==> config.mk <==
export PLATFORM = sky130hd
export DESIGN_NAME = fft_mag_sq
export DESIGN_NICKNAME = d
export VERILOG_FILES = /design/src/rtl/fft_mag_sq.sv
export SDC_FILE = /design/constraint.sdc
export NUM_CORES = 2
export LEC_CHECK = 0
export CORE_MARGIN = 5
export CORE_UTILIZATION = 60
export DETAILED_ROUTE_END_ITERATION = 6
export PLACE_DENSITY = 0.81
export SLEW_MARGIN = 5
export SYNTH_ARGS = -nofsm -noshare
export SYNTH_HDL_FRONTEND = slang
export SYNTH_SLANG_ARGS = --single-unit
==> constraint.sdc <==
create_clock -name i_clk -period 2.6 [get_ports i_clk]
set_input_delay 0.52 -clock i_clk [delete_from_list [all_inputs] [get_ports i_clk]]
set_output_delay 0.52 -clock i_clk [all_outputs]
set_load 0.005 [all_outputs]
==> src/rtl/fft_mag_sq.sv <==
`timescale 1ns/1ps
// Power-spectrum stage: |X|^2 = re^2 + im^2 per FFT bin, tagged with bin index, last flag and frame count.
// Optional MAGSQ_SCALE_EN: round-half-up right shift of the sum by SCALE inside the output stage.
module fft_mag_sq #(
  parameter int IN_W     = 24,
  parameter int N_POINTS = 128,
  parameter int IDX_W    = 7,
  parameter int SCALE    = 2
) (
  input  logic                i_clk,
  input  logic                i_rst_n,
  input  logic                i_sync,
  input  logic [IN_W-1:0]     i_re,
  input  logic [IN_W-1:0]     i_im,
  input  logic                i_data_valid,
  output logic                o_data_ready,
  output logic [2*IN_W-1:0]   o_data,
  output logic                o_data_valid,
  input  logic                i_data_ready,
  output logic [IDX_W-1:0]    o_index,
  output logic                o_last,
  output logic [1:0]          o_frame
);

  localparam int W = 2 * IN_W;
  localparam logic [IDX_W-1:0] LAST_IDX = IDX_W'(N_POINTS - 1);

  logic en;
  logic accept;

  assign en           = !o_data_valid || i_data_ready;
  assign o_data_ready = en;
  assign accept       = i_data_valid && en;

  // ---------------------------------------------------------------
  // Bin / frame counters
  // ---------------------------------------------------------------
  logic [IDX_W-1:0] idx_reg, idx_next, tag_idx;
  logic [1:0]       frame_reg, frame_next, tag_frame;
  logic             tag_last;

  always_comb begin
    // A sync coinciding with an accept tags that very sample as bin 0 of frame 0.
    tag_idx    = i_sync ? '0 : idx_reg;
    tag_frame  = i_sync ? '0 : frame_reg;
    tag_last   = (tag_idx == LAST_IDX);
    idx_next   = idx_reg;
    frame_next = frame_reg;
    if (accept) begin
      if (tag_last) begin
        idx_next   = '0;
        frame_next = tag_frame + 2'd1;
      end else begin
        idx_next   = tag_idx + 1'b1;
        frame_next = tag_frame;
      end
    end else if (i_sync) begin
      idx_next   = '0;
      frame_next = '0;
    end
  end

  always_ff @(posedge i_clk or negedge i_rst_n) begin
    if (!i_rst_n) begin
      idx_reg   <= '0;
      frame_reg <= '0;
    end else begin
      idx_reg   <= idx_next;
      frame_reg <= frame_next;
    end
  end

  // ---------------------------------------------------------------
  // Stage 1: squares
  // ---------------------------------------------------------------
  logic signed [W-1:0] re_ext, im_ext;
  logic signed [W-1:0] prod_re, prod_im;

  assign re_ext  = W'($signed(i_re));
  assign im_ext  = W'($signed(i_im));
  assign prod_re = re_ext * re_ext;
  assign prod_im = im_ext * im_ext;

  logic signed [W-1:0] sq_re_reg, sq_im_reg;
  logic [IDX_W-1:0]    s1_idx_reg;
  logic                s1_last_reg;
  logic [1:0]          s1_frame_reg;
  logic                v1_reg;

  always_ff @(posedge i_clk or negedge i_rst_n) begin
    if (!i_rst_n) begin
      v1_reg       <= 1'b0;
      sq_re_reg    <= '0;
      sq_im_reg    <= '0;
      s1_idx_reg   <= '0;
      s1_last_reg  <= 1'b0;
      s1_frame_reg <= '0;
    end else if (en) begin
      v1_reg <= accept;
      if (accept) begin
        sq_re_reg    <= prod_re;
        sq_im_reg    <= prod_im;
        s1_idx_reg   <= tag_idx;
        s1_last_reg  <= tag_last;
        s1_frame_reg <= tag_frame;
      end
    end
  end

  // ---------------------------------------------------------------
  // Stage 2: sum (and optional rounding shift)
  // ---------------------------------------------------------------
  // Squares are never negative, so each product's sign bit is dropped;
  // the largest sum, 2^(W-1), still fits W bits unsigned.
  logic [W-1:0] sum;
  logic [W-1:0] mag;

  assign sum = W'(sq_re_reg[W-2:0]) + W'(sq_im_reg[W-2:0]);

`ifdef MAGSQ_SCALE_EN
  localparam logic [W:0] RND = (SCALE > 0) ? ((W+1)'(1) << (SCALE - 1)) : '0;
  logic [W:0] rnd_sum;
  logic [W:0] shifted;

  assign rnd_sum = {1'b0, sum} + RND;
  assign shifted = rnd_sum >> SCALE;
  assign mag     = shifted[W-1:0];

  logic unused_bits;
  assign unused_bits = ^{sq_re_reg[W-1], sq_im_reg[W-1], shifted[W]};
`else
  localparam int unused_scale = SCALE;
  assign mag = sum;

  logic unused_bits;
  assign unused_bits = ^{sq_re_reg[W-1], sq_im_reg[W-1]};
`endif

  always_ff @(posedge i_clk or negedge i_rst_n) begin
    if (!i_rst_n) begin
      o_data_valid <= 1'b0;
      o_data       <= '0;
      o_index      <= '0;
      o_last       <= 1'b0;
      o_frame      <= '0;
    end else if (en) begin
      o_data_valid <= v1_reg;
      // Data and tags only move with a real sample; bubbles leave them untouched.
      if (v1_reg) begin
        o_data  <= mag;
        o_index <= s1_idx_reg;
        o_last  <= s1_last_reg;
        o_frame <= s1_frame_reg;
      end
    end
  end

endmodule

==> flow_metrics.py <==
metrics = {
    "placed_design": {
        "dp.cells": 6571,
        "io_buffer_count": 112,
        "hpwl_um": 99900,
        "gp_congestion": 0.934,
    },
    "timing": {
        "fin_crit_ns": 7.87,
        "setup_ws_ns": -5.27,
        "fmax_mhz": 127,
        "period_share": 3.03,
        "setup-violations-final": 119,
        "rsz0062_at_grt": "true",
        "hold_viol": 0,
        "tightest_slew_ns": 1.11,
        "slew_viol_final": 0,
        "clock_skew_ns": 0.0163,
        "slew_headroom": 0.256,
    },
    "floorplan": {
        "fp-row-count": 101,
        "initial_core_util": 0.604,
        "dieArea_mm2": 0.0819,
        "die_x_um": 286,
        "die_h_um": 286,
        "core_area_mm2": 0.0758,
        "ioPinCount": 113,
    },
    "clock_tree": {
        "clkTransAtPathRegs_ns": 0.08,
        "cts_sinks": 171,
        "numCtsBuffers": 17,
        "cts_max_level": 4,
        "clk_latency_ns": 0.46,
        "cts_root_buf": "clkbuf_16",
        "clockBufferDepth": 2,
        "cts_tree": "built",
    },
    "critical_path": {
        "crit_path_end_kind": "flop",
        "crit_fanout": 6,
        "crit_required_ns": 2.93,
        "arrival_ns": 8.19,
        "criticalPathCategory": "in2reg",
        "start_kind": "input pin",
        "r2r_slack_ns": -0.88,
        "rr_endpoint": "o_data[32]",
        "rr_startpoint": "sq_im_reg[6]",
        "rr_worst_depth": 14,
    },
    "yosys": {
        "synth_edf_count": 0,
        "syn_nets": 6320,
        "yosysSeqAreaShare": 0.0934,
        "synthMuxAreaShare": 0.00508,
        "ys.flop_type": "dfrtp_1",
        "synth_seq_cells": 171,
        "synthAdderAreaFrac": 0.569,
        "synth.distinct_cells": 78,
        "synth_top_family_by_area": "adder cells",
        "syn_area_per_cell_um2": 9.46,
        "synth_cells": 4842,
        "ys_warn_count": 0,
        "synthSimpleGateAreaFrac": 0.106,
        "synthArstFlopShare": 1.00,
        "synth_compound_area_frac": 0.0722,
        "synth_xor_xnor_area_share": 0.0312,
        "syn_area_mm2": 0.0458,
    },
    "drt": {
        "first_iter_violations": 5299,
        "dr.pass1.iters": 7,
        "wire_per_inst_um": 27.7,
        "wl_um": 190000,
        "drc_errors": 21,
        "routed_via_density": 6.38,
        "via_count": 43800,
        "postRouteAntennaNets": 0,
    },
    "grt": {
        "grt_pass1_vias": 45600,
        "antenna_found_initial": 13,
        "grt_start_max_net_pins": 85,
        "grtUsageTotal": 0.366,
        "grt_pass1_wl_um": 234000,
        "grt-ovfl-total": 0,
    },
    "layout": {
        "mostFrequentLayoutCells": "inv_1, fa_1, buf_4",
        "multi_input_area_mm2": 0.0399,
        "syn2layout_area_growth_pct": 35.1,
        "mostFrequentLayoutCell": "inv_1",
        "largest_reg_flops": 48,
        "ff_latch_area_mm2": 0.00428,
        "nets": 7347,
        "drive_above_1_share": 0.334,
        "instances_no_fill": 6869,
        "fillCellCount": 3429,
    },
    "hold_path": {
        "min_path_type": "in2async",
    },
    "status": {
        "violations": "DRC, setup timing",
        "outcome": "finished, violations left",
    },
    "run": {
        "maxCapViolations": 0,
    },
}
[per-stage QoR]
| step | area [µm²] | setup slack (ns) | utilization | setup TNS (ns) | hold WS (ns) |
|---|---|---|---|---|---|
| finish | 61900 | -5.27 | 0.816 | -343.43 | 0.0441 |
| detailed placement | 55300 | -4.99 | 0.730 | -363.67 | 0.469 |
| floorplan | 48000 | -4.20 | - | -261.45 | 0.224 |
| global placement | 55300 | -4.86 | 0.730 | -354.12 | 0.459 |
| CTS | 59900 | -4.05 | 0.790 | -281.66 | 0.0675 |
| global route | 61900 | -5.07 | 0.816 | -346.75 | 0.0844 |
[final cells by class]
class,instances,area share
Antenna cell,9,0.000364
Tap cell,978,0.0198
Timing Repair Buffer,1160,0.174
Sequential cell,171,0.0692
Inverter,1346,0.0823
Clock inverter,13,0.00287
Clock buffer,19,0.00716
Multi-Input combinational cell,3173,0.645
[layer usage]
layer / wire [µm] / vias up / track usage
met5: 435 / - / 0
met4: 23800 / 20 / 0.236
met3: 27000 / 2103 / 0.106
met2: 83300 / 4174 / 0.627
met1: 55500 / 21200 / 0.397
li1: - / 16400 / -
[worst max-delay path by stage]
stage	start	to	slack [ns]	cells past startpoint
2_1_floorplan	i_im[23]	sq_im_reg[45]	-4.20	26
3_3_place_gp	i_im[21]	sq_im_reg[44]	-4.86	27
3_5_place_dp	i_im[21]	sq_im_reg[46]	-4.99	27
4_1_cts	i_im[13]	sq_im_reg[44]	-4.05	28
5_1_grt	i_im[2]	sq_im_reg[45]	-5.07	23
6_report	i_im[2]	sq_im_reg[45]	-5.27	23
[Yosys cell counts (3+ instances only)]
cell type / n / share of area
o2111ai_1: 5 / 0.00096
nor2_1: 94 / 0.0077
ha_1: 331 / 0.090
o21ai_1: 7 / 0.00076
nor2b_1: 42 / 0.0057
inv_1: 1346 / 0.11
o21a_1: 11 / 0.0018
nor3_1: 13 / 0.0014
o31ai_1: 15 / 0.0025
buf_1: 5 / 0.00041
dfrtp_1: 171 / 0.093
mux2_2: 18 / 0.0044
xnor2_1: 100 / 0.019
xor2_1: 63 / 0.012
clkbuf_1: 143 / 0.012
a211o_1: 3 / 0.00057
a41o_1: 3 / 0.00066
a31o_2: 11 / 0.0021
and3_1: 13 / 0.0018
nand3b_1: 4 / 0.00066
o211ai_1: 8 / 0.0013
a2111o_1: 3 / 0.00074
a21o_1: 76 / 0.012
nand4_1: 19 / 0.0026
or2_2: 4 / 0.00055
nor4_1: 4 / 0.00055
o21ai_0: 167 / 0.018
nand2b_1: 24 / 0.0033
a211oi_1: 15 / 0.0025
a21o_2: 3 / 0.00057
mux2i_1: 3 / 0.00066
nor3b_1: 3 / 0.00049
a31oi_1: 11 / 0.0015
and2_1: 200 / 0.027
a41oi_1: 3 / 0.00057
o21bai_1: 21 / 0.0034
and4_1: 4 / 0.00076
a21oi_1: 109 / 0.012
or3_1: 6 / 0.00082
nand2_1: 592 / 0.049
nand3_1: 29 / 0.0032
fa_1: 1094 / 0.48
[what timing repair did]
item,in CTS,in global routing
gates cloned,15,0
setup endpoints to repair,118,118
buffers inserted,190,96
gates resized for setup,806,440
pin swaps,423,360
hold buffers,0,0
[worst max-delay path, stage by stage]
cell and delay, ns:
buf_8 0.13, buf_16 0.15, nor2b_1 0.85, fa_1 0.78, fa_2 0.73, fa_2 0.45, fa_1 0.47, fa_2 0.51
fa_1 0.60, inv_2 0.06, fa_1 0.51, inv_2 0.11, ha_4 0.15, a21o_1 0.11, a21o_1 0.18, a21o_1 0.18
a211oi_2 0.08, o31ai_2 0.71, a2111oi_4 0.24, a21oi_4 0.27, a31oi_2 0.12, xor2_1 0.15, o21ai_1 0.07
[kinds of logic after synthesis]
| logic type | Yosys count |
|---|---|
| buffers and inverters | 1498 |
| adders and majority gates | 1425 |
| and+or+nand+nor | 1055 |
| AOI/OAI and AO/OA | 509 |
| DFF | 171 |
| xor gates and xnor gates | 163 |
| muxes | 21 |
Power is not shown: default switching activity piles up to over one toggle a cycle in this logic, so the estimate is an artifact.
